==> config.mk <==
export PLATFORM = sky130hd
export DESIGN_NAME = sdr_reply_tx
export DESIGN_NICKNAME = d
export VERILOG_FILES = /design/src/rtl/sdr_reply_pkg.sv /design/src/rtl/sdr_reply_byte_sel.sv /design/src/rtl/sdr_reply_tx.sv
export SDC_FILE = /design/constraint.sdc
export NUM_CORES = 1
export LEC_CHECK = 0
export CAP_MARGIN = 20
export CORE_UTILIZATION = 28
export DETAILED_ROUTE_END_ITERATION = 10
export GPL_TIMING_DRIVEN = 0
export HOLD_SLACK_MARGIN = 0.1
export SYNTH_ARGS = -nofsm -noshare
export SYNTH_HDL_FRONTEND = slang
export SYNTH_HIERARCHICAL = 1
export SYNTH_SLANG_ARGS = --single-unit
==> constraint.sdc <==
create_clock -name tx_clock -period 2.2 [get_ports tx_clock]
set_input_delay 0.22 -clock tx_clock [delete_from_list [all_inputs] [get_ports tx_clock]]
set_output_delay 0.22 -clock tx_clock [all_outputs]
set_load 0.03 [all_outputs]
==> src/rtl/sdr_reply_pkg.sv <==
// Shared definitions for the port-1024 reply transmitter: reply codes, FSM states, payload offsets.
package sdr_reply_pkg;

  localparam logic [7:0] REPLY_DISCOVERY  = 8'h02;
  localparam logic [7:0] REPLY_ERASE_DONE = 8'h03;
  localparam logic [7:0] REPLY_SEND_MORE  = 8'h04;

  typedef enum logic [1:0] {
    ST_IDLE = 2'd0,
    ST_REQ  = 2'd1,
    ST_SEND = 2'd2,
    ST_DONE = 2'd3
  } state_t;

  localparam logic [5:0] OFS_SEQ    = 6'd0;
  localparam logic [5:0] OFS_TYPE   = 6'd4;
  localparam logic [5:0] OFS_MAC    = 6'd5;
  localparam logic [5:0] OFS_BOARD  = 6'd11;
  localparam logic [5:0] OFS_PROTO  = 6'd12;
  localparam logic [5:0] OFS_VER    = 6'd13;
  localparam logic [5:0] OFS_STATUS = 6'd14;

endpackage

==> src/rtl/sdr_reply_byte_sel.sv <==
// Combinational payload byte mux: maps a byte index onto the snapshot fields of the reply.
// Zero latency; the parent registers the result.
module sdr_reply_byte_sel
  import sdr_reply_pkg::*;
#(
  parameter logic [7:0] BOARD_ID     = 8'd6,
  parameter logic [7:0] PROTOCOL_VER = 8'd38
) (
  input  logic [31:0] seq_i,
  input  logic [47:0] mac_i,
  input  logic [7:0]  ver_i,
  input  logic [7:0]  status_i,
  input  logic [7:0]  rtype_i,
  input  logic [5:0]  idx_i,
  output logic [7:0]  byte_o
);

  always_comb begin
    byte_o = 8'h00;
    case (idx_i)
      OFS_SEQ:          byte_o = seq_i[31:24];
      OFS_SEQ + 6'd1:   byte_o = seq_i[23:16];
      OFS_SEQ + 6'd2:   byte_o = seq_i[15:8];
      OFS_SEQ + 6'd3:   byte_o = seq_i[7:0];
      OFS_TYPE:         byte_o = rtype_i;
      OFS_MAC:          byte_o = mac_i[47:40];
      OFS_MAC + 6'd1:   byte_o = mac_i[39:32];
      OFS_MAC + 6'd2:   byte_o = mac_i[31:24];
      OFS_MAC + 6'd3:   byte_o = mac_i[23:16];
      OFS_MAC + 6'd4:   byte_o = mac_i[15:8];
      OFS_MAC + 6'd5:   byte_o = mac_i[7:0];
      OFS_BOARD:        byte_o = BOARD_ID;
      OFS_PROTO:        byte_o = PROTOCOL_VER;
      OFS_VER:          byte_o = ver_i;
      OFS_STATUS:       byte_o = status_i;
      default:          byte_o = 8'h00;
    endcase
  end

endmodule

==> src/rtl/sdr_reply_tx.sv <==
// Turns parser/EPCS reply requests into fixed-length UDP payloads streamed byte-wise.
// 3 cycles request edge to first byte with immediate grant; data/valid/last hold while ready is low.
module sdr_reply_tx
  import sdr_reply_pkg::*;
#(
  parameter int         PAYLOAD_LEN   = 60,
  parameter logic [7:0] BOARD_ID      = 8'd6,
  parameter logic [7:0] PROTOCOL_VER  = 8'd38,
  parameter int         GRANT_TIMEOUT = 1250000
) (
  input  logic        tx_clock,
  input  logic        reset,
  input  logic        discovery_reply,
  input  logic        erase_done,
  input  logic        send_more,
  input  logic [31:0] sequence_number,
  input  logic [47:0] local_mac,
  input  logic [7:0]  code_version,
  input  logic [7:0]  status,
  output logic        udp_tx_request,
  input  logic        udp_tx_grant,
  output logic [10:0] udp_tx_length,
  output logic [7:0]  udp_tx_data,
  output logic        udp_tx_valid,
  input  logic        udp_tx_ready,
  output logic        udp_tx_last,
  output logic        sending_sync,
  output logic        discovery_ACK,
  output logic        erase_ACK,
  output logic        send_more_ACK,
  output logic        reply_dropped
);

  localparam int         TW       = $clog2(GRANT_TIMEOUT + 1);
  localparam logic [5:0] LAST_IDX = 6'(PAYLOAD_LEN - 1);
  localparam logic [TW-1:0] TO_LAST = TW'(GRANT_TIMEOUT - 1);

  // Request vectors: bit0 discovery, bit1 erase done, bit2 send more.
  logic [2:0]    req_prev_q, pend_q, pend_d, pend_clr, req_edge;
  state_t        state_q, state_d;
  logic [7:0]    type_q, type_d;
  logic [31:0]   seq_q;
  logic [47:0]   mac_q;
  logic [7:0]    ver_q, status_q;
  logic [5:0]    idx_q, idx_d, sel_idx;
  logic [TW-1:0] cnt_q, cnt_d;
  logic [7:0]    data_q, data_d, sel_byte;
  logic          snap;

  assign req_edge = {send_more, erase_done, discovery_reply} & ~req_prev_q;
  assign pend_d   = (pend_q & ~pend_clr) | req_edge;

  sdr_reply_byte_sel #(
    .BOARD_ID     (BOARD_ID),
    .PROTOCOL_VER (PROTOCOL_VER)
  ) u_byte_sel (
    .seq_i    (seq_q),
    .mac_i    (mac_q),
    .ver_i    (ver_q),
    .status_i (status_q),
    .rtype_i  (type_q),
    .idx_i    (sel_idx),
    .byte_o   (sel_byte)
  );

  always_comb begin
    state_d       = state_q;
    pend_clr      = 3'b000;
    type_d        = type_q;
    snap          = 1'b0;
    idx_d         = idx_q;
    cnt_d         = cnt_q;
    data_d        = data_q;
    sel_idx       = idx_q + 6'd1;
    discovery_ACK = 1'b0;
    erase_ACK     = 1'b0;
    send_more_ACK = 1'b0;
    reply_dropped = 1'b0;
    case (state_q)
      ST_IDLE: begin
        cnt_d = '0;
        if (pend_q[1]) begin
          pend_clr  = 3'b010;
          type_d    = REPLY_ERASE_DONE;
          erase_ACK = 1'b1;
        end else if (pend_q[2]) begin
          pend_clr      = 3'b100;
          type_d        = REPLY_SEND_MORE;
          send_more_ACK = 1'b1;
        end else if (pend_q[0]) begin
          pend_clr      = 3'b001;
          type_d        = REPLY_DISCOVERY;
          discovery_ACK = 1'b1;
        end
        if (pend_q != 3'b000) begin
          snap    = 1'b1;
          state_d = ST_REQ;
        end
      end
      ST_REQ: begin
        sel_idx = 6'd0;
        if (udp_tx_grant) begin
          state_d = ST_SEND;
          idx_d   = 6'd0;
          data_d  = sel_byte;
        end else if (cnt_q == TO_LAST) begin
          reply_dropped = 1'b1;
          state_d       = ST_DONE;
        end else begin
          cnt_d = cnt_q + 1'b1;
        end
      end
      ST_SEND: begin
        if (udp_tx_ready) begin
          if (idx_q == LAST_IDX) begin
            state_d = ST_DONE;
            idx_d   = 6'd0;
            data_d  = 8'h00;
          end else begin
            idx_d  = idx_q + 6'd1;
            data_d = sel_byte;
          end
        end
      end
      ST_DONE: state_d = ST_IDLE;
      default: state_d = ST_IDLE;
    endcase
  end

  always_ff @(posedge tx_clock) begin
    if (reset) begin
      req_prev_q <= 3'b000;
      pend_q     <= 3'b000;
      state_q    <= ST_IDLE;
      type_q     <= 8'h00;
      seq_q      <= 32'h0;
      mac_q      <= 48'h0;
      ver_q      <= 8'h00;
      status_q   <= 8'h00;
      idx_q      <= 6'd0;
      cnt_q      <= '0;
      data_q     <= 8'h00;
    end else begin
      req_prev_q <= {send_more, erase_done, discovery_reply};
      pend_q     <= pend_d;
      state_q    <= state_d;
      type_q     <= type_d;
      idx_q      <= idx_d;
      cnt_q      <= cnt_d;
      data_q     <= data_d;
      if (snap) begin
        seq_q    <= sequence_number;
        mac_q    <= local_mac;
        ver_q    <= code_version;
        status_q <= status;
      end
    end
  end

  assign udp_tx_length  = 11'(PAYLOAD_LEN);
  assign udp_tx_data    = data_q;
  assign udp_tx_valid   = (state_q == ST_SEND);
  assign udp_tx_last    = (state_q == ST_SEND) && (idx_q == LAST_IDX);
  assign udp_tx_request = (state_q == ST_REQ) || (state_q == ST_SEND);
  assign sending_sync   = (state_q == ST_REQ) || (state_q == ST_SEND);

endmodule

**Yosys cells after proc, flatten, opt, wreduce, memory -nomap -nowiden**

Index checks and enable logic that the tools add are counted.
W data, S select, Z words.

- Flip-flop bits (word level): 147
- Input bits: 103
- Logic and storage cells: 95

- $add $sub $neg: 2
- Equal/unequal tests: 26
- Mux-type cells: 40
- Bitwise logic cells: 5
- Reductions and logical operators: 11

Operators by type and width:

| kind | count |
|---|---|
| $pmux W8 S15 | 1 |
| $mux W8 | 6 |
| $eq A6 B4 Y1 const B | 7 |
| $mux W21 | 2 |
| $pmux W21 S2 | 1 |
| $eq A6 B3 Y1 const B | 4 |
| $mux W6 | 4 |
| $add A21 B1 Y21 const B | 1 |
| $eq A21 B21 Y1 const B | 1 |
| $pmux W8 S2 | 1 |
| $mux W1 | 15 |
| $eq A6 B2 Y1 const B | 2 |
| $pmux W6 S2 | 1 |
| $mux W2 | 5 |
| $mux W3 | 3 |
| $ne A2 B2 Y1 const B | 4 |
| $pmux W2 S4 | 1 |
| $add A6 B1 Y6 const B | 1 |
| $and A3 B3 Y3 | 2 |
| $eq A6 B1 Y1 const B | 1 |
| $eq A6 B6 Y1 const B | 1 |
| $logic_not A6 Y1 | 1 |
| $not A3 Y3 | 2 |
| $reduce_and A3 Y1 | 2 |
| other kinds (12) | 15 |

**Longest topological paths before layout**

Gate-level depths: netlist (run 1).

- Depth after elaboration: 7
- Mapped depth: 12

**Hierarchy**

Netlist (run 1), hierarchy kept.

By module, submodules not included:

| module | instances | cells each | area an instance (um2) | seq. area each (um2) |
|---|---|---|---|---|
| sdr_reply_tx | 1 | 682 | 5515.3 | 2842.7 |
| sdr_reply_byte_sel | 1 | 130 | 1067.3 | 0.0 |

**Worst setup path before layout (run 1)**

No wires, ideal clock.

- Path type: reg2reg
- Start: register idx_q[0]
- End: register data_q[2], in the netlist udp_tx_data[2]
- Setup time: 0.132 ns
- Arrival: 2.198 ns
- Required time: 2.068 ns
- Setup slack: -0.130 ns
- Cell stages (with the launch flop): 12
- Period minus slack after synthesis: 2.330 ns
- Path through: dfxtp_1 > ha_1 > nand3_1 > xor2_1 > nor2_1 > nor2_2 > and4_4 > buf_6 > a2111oi_2 > nand3_1 > nand2_1 > a21oi_1

- Word-level cells in the longest chain between the ends: 7

Ends and longest elaborated chain:

| what | line | source |
|---|---|---|
| start: declaration | sdr_reply_tx.sv:45 | `logic [5:0] idx_q, idx_d, sel_idx;` |
| start signal: assignment | sdr_reply_tx.sv:148 | `idx_q <= idx_d;` |
| $add A6 B1 Y6 (*) | sdr_reply_tx.sv:74 | `sel_idx = idx_q + 6'd1;` |
| $mux W6 (*) | sdr_reply_tx.sv:79 | `case (state_q)` |
| via sel_idx[4] | sdr_reply_tx.sv:45 |  |
| $eq A6 B4 Y1, or another cell as far along | sdr_reply_byte_sel.sv:20 | `case (idx_i)` |
| $pmux W8 S15 (*) | sdr_reply_byte_sel.sv:20 |  |
| via sel_byte[2] | sdr_reply_tx.sv:47 | `logic [7:0] data_q, data_d, sel_byte;` |
| $mux W8 | sdr_reply_tx.sv:115 | `if (idx_q == LAST_IDX) begin` |
| $mux W8 | sdr_reply_tx.sv:114 | `if (udp_tx_ready) begin` |
| $pmux W8 S2 (*) | sdr_reply_tx.sv:79 |  |
| end signal: assignment | sdr_reply_tx.sv:150 | `data_q <= data_d;` |
| end: declaration | sdr_reply_tx.sv:47 |  |

The timed path passes the listed nets; every way through them passes the cells marked *. The select of a mux whose other input is x is not followed.
A chain may end at the register's enable or synchronous reset.

**Final worst setup path (run 1)**

- Start: register idx_q[3]
- End: register data_q[6], in the netlist udp_tx_data[6]

Same word-level chain as after synthesis.

==> results of run 1 <==
==> layer usage <==
metal / part of all wire, % / up-vias / GRT usage (%) / wire length, microns
li1: - / 3134 / - / -
met1: 46 / 2980 / 23.6 / 9750
met2: 45 / 219 / 26.6 / 9680
met3: 7.5 / 20 / 4.62 / 1600
met4: 1.2 / 0 / 5.84 / 246
met5: 0 / - / 0 / 0
==> registers in the layout, summed over array words and instances, names as in the netlist, 3 cells and up <==
register     flops
idx_q            6
type_q           3
req_prev_q       3
seq_q           32
pend_q           3
udp_tx_data      8
cnt_q           21
ver_q            8
mac_q           48
status_q         8
==> Yosys cell counts (all sizes together) (3+ instances only) <==
| master | instances |
|---|---|
| nand2 | 234 |
| dfxtp | 142 |
| a21oi | 120 |
| nor2 | 39 |
| buf | 34 |
| clkbuf | 33 |
| mux2i | 22 |
| nand3 | 19 |
| xor2 | 14 |
| inv | 10 |
| nand2b | 10 |
| nor3 | 10 |
| o21ai | 8 |
| mux4 | 7 |
| nor2b | 7 |
| a211oi | 5 |
| a22oi | 5 |
| and3 | 5 |
| ha | 5 |
| nand4b | 5 |
| o2bb2ai | 5 |
| and2 | 4 |
| mux2 | 4 |
| nand4 | 4 |
| o2111ai | 4 |
| xnor2 | 4 |
| a311oi | 3 |
| and4b | 3 |
| o31ai | 3 |
| or3 | 3 |
| or3b | 3 |
==> stage by stage <==
| step | cell area (sq um) | hold slack, ps | std cells | setup TNS [ps] | setup WS (ps) |
|---|---|---|---|---|---|
| after CTS | 9210 | 325 | 1306 | -309 | -82.6 |
| after global routing | 9560 | 339 | 1324 | -622 | -141 |
| after floorplan | 6640 | 303 | 826 | -59.5 | -59.5 |
| after detailed placement | 8220 | 447 | 1257 | -11150 | -602 |
| final | 9560 | 330 | 1324 | -200 | -88.8 |
| after global placement | 8220 | 442 | 1257 | -9830 | -606 |
==> what timing repair did <==
action | 4_1_cts | 5_1_grt
buffers inserted | 15 | 19
pin swaps | 9 | 25
cloned | 3 | 1
endpoints found under the setup margin | 44 | 119
endpoints found under the hold margin | 0 | 0
resized for setup | 78 | 63
hold buffers | 0 | 0
==> layout make-up <==
type	count	area (sq um)	area share [%]
repair buffers	156	1540	16.1
plain buffers	64	412	4.31
clock buffers	19	443	4.63
clock inverters	13	130	1.36
flip-flops and latches	142	2860	29.9
multi-input cells	607	3750	39.2
well taps	313	392	4.10
inverters	10	41.3	0.432
==> where the power goes <==
group | total (mW) | internal, mW | switching [mW]
logic | 4.03 | 1.64 | 2.40
registers | 3.43 | 3.08 | 0.350
clock network | 2.80 | 1.61 | 1.19
==> logic make-up (layout without fill, tap and decap cells) <==
kind of cell	count (synthesis)	count (layout)
other cells	2	16
simple gates	358	358
buf+inv	77	262
xor+xnor	18	18
fa+ha+maj	5	5
compound gates	177	177
mux	33	33
flops	142	142
==> final timing paths <==
kind	startpoint	endpoint	slack, ps	cells past startpoint
worst max-delay path	idx_q[3]	udp_tx_data[6]	-90	10
worst min-delay path	sequence_number[11]	seq_q[11]	330	3
worst max register to register	idx_q[3]	udp_tx_data[6]	-90	10
worst min register to register	mac_q[42]	mac_q[42]	450	2
==> worst register-to-register path: cells and delay by family (launching register included) <==
family                 cells  cell delay (ps)
XOR/XNOR                   1              150
buffers and inverters      1              180
AND/OR/NAND/NOR            5              900
flip-flops                 1              400
AO/OA/AOI/OAI              3              600
==> impl_metrics.tcl, run 1 <==
set metrics [dict create \
    antenna_found_initial 0 \
    synth.top_cell.area_share_pct 43.2 \
    io_buffer_count 118 \
    cts_buffers 17 \
    clk_latency_ps 430 \
    grt_util_all_layers_pct 17.4 \
    drtIter0Drc 437 \
    dr.pass1.iters 6 \
    netlist_area_sq_um 6580 \
    setup_viol 6 \
    synth_seq_cells 142 \
    die_width_microns 155 \
    fin_nets 1106 \
    hp-class "input port to flop" \
    hold_viol_final 0 \
    status "finished, violations left" \
    synth_ff_type "dfxtp_1" \
    violations "negative setup slack" \
    vias_per_cell 4.80 \
    syn2layout_area_growth_pct 45.2 \
    die_area_sq_um 24100 \
    cpPeakStageDelay_ps 410 \
    ys_top_cells_by_area "dfxtp_1 43%, nand2_1 13%, a21oi_1 9.1%, mux2i_1 3.3%, mux4_2 2.4%" \
    grt_pass1_vias 5904 \
    wl_microns 21300 \
    grt_remaining_overflow 0 \
    min_period_ps 2290 \
    worstSetupPathType "flop to flop" \
    synthXorXnorAreaFrac_pct 2.39 \
    fmax_mhz 437 \
    synth-compound-area-share_pct 16.7 \
    irDropWorstVdd_mv 0.476 \
    design_power_total_mw 10.3 \
    setup_ws_ps -88.8 \
    fp.dieH_microns 155 \
    antennaDiodeCount 0 \
    layout_commonest_cell "nand2_1" \
    synth_area_leader_cell "dfxtp_1" \
    cp_top_family "simple AND/OR/NAND/NOR gates" \
    final_util_pct 41.8 \
    critPathBufInv 1 \
    synthMuxAreaShare_pct 6.48 \
    final_cell_mix "232 x nand2_1, 135 x dfxtp_1, 118 x a21oi_1, 110 x clkdlybuf4s50_1, 45 x buf_4" \
    fill_cells 2337 \
    async_flop_share_pct 0 \
    vias 6353 \
    critical_path.endpoint_type "flop" \
    worstMarginPinSlew_ps 696 \
    required_ps 2560 \
    synth_top_family_by_area "simple AND/OR/NAND/NOR gates" \
    grt_first_pass_wirelength_microns 31800 \
    ant_nets 0 \
    clk_path_buf_depth 2 \
    ys_types 71 \
    path_cells "nand2_1, nor2_4, xnor2_2, nor2_4, or3_1, buf_4, o32a_1, o2111ai_1, nand2_1, a21oi_2" \
    io-pin-count 130 \
    cp-start-kind "flop" \
    synthAdderAreaFrac_pct 0.950 \
    cellLeakagePower_nw 3.44 \
    drive_above_1_share_pct 18.6 \
    path_clk_slew_ps 60 \
    finClkSkew_ps 16.3 \
    ys_warn_count 6 \
    synth.avg_cell_area_sq_um 8.11 \
    cp_max_fo 7 \
    wl_per_cell_microns 16.1 \
    cts_tree "built" \
    place_congestion 0.859 \
    hpwlAfterDp_microns 15300 \
    cts.sinks 142 \
    syn_inst 812 \
    post-route-period-util_pct 104 \
    num_rows 55 \
    drv_slew 0 \
    ys_seq_area_share_pct 43.2 \
    grt_max_degree 17 \
    drv_cap 0 \
    cts_root_buf "clkbuf_16" \
    slew-limit-headroom_pct 53.6 \
    cp_slowest_cell "or3_1" \
    worst-endpoint-arrival_ps 2650 \
    synth_edf_count 0 \
    design.core.area_sq_um 22800 \
    power_density_nw_per_um2 1070 \
    htreeDepth 4 \
    synth-simple-area-share_pct 24.3 \
    drcViolationCount 0 \
    rsz0062_at_grt "true" \
    start_util_pct 28.8 \
]
Note: power is estimated with default switching activity, not from simulation.
==> run 2, diff against run 1 <==
--- a/config.mk
+++ b/config.mk
@@ -6,10 +6,12 @@
 export NUM_CORES = 1
 export LEC_CHECK = 0
 export CAP_MARGIN = 20
-export CORE_UTILIZATION = 28
+export CORE_UTILIZATION = 40
 export DETAILED_ROUTE_END_ITERATION = 10
 export GPL_TIMING_DRIVEN = 0
 export HOLD_SLACK_MARGIN = 0.1
+export PLACE_DENSITY = 0.67
+export SLEW_MARGIN = 20
 export SYNTH_ARGS = -nofsm -noshare
 export SYNTH_HDL_FRONTEND = slang
 export SYNTH_HIERARCHICAL = 1
==> impl_metrics.tcl, run 2 (synthesis results as in run 1) <==
set metrics [dict create \
    die_area_sq_um 17000 \
    vias_per_cell 5.19 \
    power_density_nw_per_um2 1100 \
    grt_util_all_layers_pct 23.6 \
    critPathBufInv 4 \
    worstMarginPinSlew_ps 696 \
    start_util_pct 41.1 \
    cellLeakagePower_nw 3.40 \
    path_clk_slew_ps 60 \
    design.core.area_sq_um 16000 \
    path_cells "inv_2, ha_2, buf_8, nor2_4, buf_8, clkbuf_16, mux4_2, nand2_1, nand3_1, nand2_1, a21oi_1" \
    swShare_pct 36.5 \
    clk_latency_ps 410 \
    finClkSkew_ps 4.92 \
    cp-start-kind "flop" \
    die_width_microns 130 \
    drcViolationCount 0 \
    pre_cts_ws_ps -527 \
    cpPeakStageDelay_ps 550 \
    cp_top_family "multiplexers" \
    worst-endpoint-arrival_ps 2480 \
    antennaDiodeCount 0 \
    cts_buffers 17 \
    required_ps 2480 \
    drtIter0Drc 449 \
    cts.sinks 142 \
    p_int_mw 6.52 \
    cts_tree "built" \
    fp.dieH_microns 130 \
    setup_viol 0 \
    slew-limit-headroom_pct 53.6 \
    grt_pass1_vias 5998 \
    power_switching_mw 3.75 \
    vias 6283 \
    place_congestion 0.870 \
    finalSetupTns_ps 0 \
    hpwlAfterDp_microns 14000 \
    rsz0062_at_grt "true" \
    cts.hold.buffers_added 0 \
    htreeDepth 4 \
    hp-class "input port to flop" \
    wl_per_cell_microns 16.3 \
    drv_slew 0 \
    design_power_total_mw 10.3 \
    drive_above_1_share_pct 16.8 \
    cp_slowest_cell "mux4_2" \
    worstSetupPathType "flop to flop" \
    setup_ws_ps 3.11 \
    grt_first_pass_wirelength_microns 30100 \
    layout_commonest_cell "nand2_1" \
    fin_nets 1090 \
    fmax_mhz 455 \
    cts_root_buf "clkbuf_16" \
    p_seq_share_pct 33.2 \
    num_rows 46 \
    largest_registers "mac_q: 48 flops, seq_q: 32 flops, cnt_q: 21 flops" \
    syn2layout_area_growth_pct 41.6 \
    wl_microns 19700 \
    status "finished, final reports clean" \
    grt_max_degree 17 \
    max_flop_register "mac_q" \
    io_buffer_count 118 \
    post-route-period-util_pct 99.9 \
    critical_path.endpoint_type "flop" \
    antenna_found_initial 0 \
    dr.pass1.iters 5 \
    irDropWorstVdd_mv 0.600 \
    min_period_ps 2200 \
    p_comb_share_pct 37.9 \
    grt_remaining_overflow 0 \
    cp_max_fo 7 \
    ant_nets 0 \
    clk_path_buf_depth 2 \
    hold_viol_final 0 \
    final_cell_mix "231 x nand2_1, 135 x dfxtp_1, 118 x a21oi_1, 112 x clkdlybuf4s50_1, 36 x buf_4" \
    largest_reg_flops 48 \
    clock_power_share_pct 29.0 \
    io-pin-count 130 \
    drv_cap 0 \
]
## run 2: cell types whose count changed in the layout (fill, tap and decap cells not counted), sizes merged
cell	delta
inv	-5
clkdlybuf4s50	+2
clkinvlp	-5
dlygate4sd2	-2
buf	-17
bufinv	+2
clkdlybuf4s15	+2
clkinv	+5
clkbuf	+2
## run 2: path summary, 6_finish.rpt
kind                       startpoint             end  slack (ps)  cells past startpoint
setup / recovery           state_q[1]  udp_tx_data[2]           3                     11
hold / removal    sequence_number[19]       seq_q[19]         350                      3
setup reg to reg           state_q[1]  udp_tx_data[2]           3                     11
hold reg to reg             mac_q[21]       mac_q[21]         450                      2
## run 2: tightest hold or removal path: cells and delay by family
family / cells / cell delay, ps
AND/OR/NAND/NOR: 1 / 50
buffers and inverters: 1 / 390
AO/OA/AOI/OAI: 1 / 50
## run 2: what timing repair did
item | in CTS | in global routing
cloned | 1 | 1
endpoints found under the setup margin | 43 | 62
pin swaps | 8 | 29
resized for setup | 66 | 61
endpoints found under the hold margin | 0 | 0
buffers inserted | 11 | 10
## run 2: layer usage
metal	up-vias	GRT usage, %	share of wire, %
met5	-	0	0
met4	0	8.34	2.1
met3	35	5.25	7.8
met2	218	39.4	47
met1	2929	29.7	43
li1	3101	-	-
## run 2: power by group through the flow
stage                     clock network, mW  logic, mW  registers, mW
final                                  2.98       3.89           3.41
after CTS                              3.01       3.62           3.39
after floorplan                           0       2.29           3.36
after global placement                    0       3.39           3.42
after detailed placement                  0       3.41           3.43
after global routing                   3.12       4.23           3.45
## run 2: area by class of cell
type	count	area, sq um
timing repair buffer	141	1390
clock buffer	22	484
multi-input combinational	607	3730
inverter	10	37.5
tap	216	270
buffer	63	413
fill	1449	6680
sequential	142	2860
clock inverter	10	135
## run 2: stage by stage
| stage | utilization (%) | cells | cell area [sq um] | hold WS (ps) |
|---|---|---|---|---|
| final | 58.2 | 1211 | 9320 | 349 |
| after detailed placement | 50.6 | 1160 | 8100 | 444 |
| after CTS | 56.2 | 1201 | 9000 | 335 |
| after global routing | 58.2 | 1211 | 9320 | 344 |
| after floorplan | - | 826 | 6640 | 303 |
| after global placement | 50.6 | 1160 | 8100 | 440 |
==> run 3, diff against run 2 <==
--- a/config.mk
+++ b/config.mk
@@ -5,6 +5,7 @@
 export SDC_FILE = /design/constraint.sdc
 export NUM_CORES = 1
 export LEC_CHECK = 0
+export ABC_CLOCK_PERIOD_IN_PS = 2200
 export CAP_MARGIN = 20
 export CORE_UTILIZATION = 40
 export DETAILED_ROUTE_END_ITERATION = 10
==> results of run 3 <==
Same layout as run 2: the final DEF is identical, and so are final timing and power.
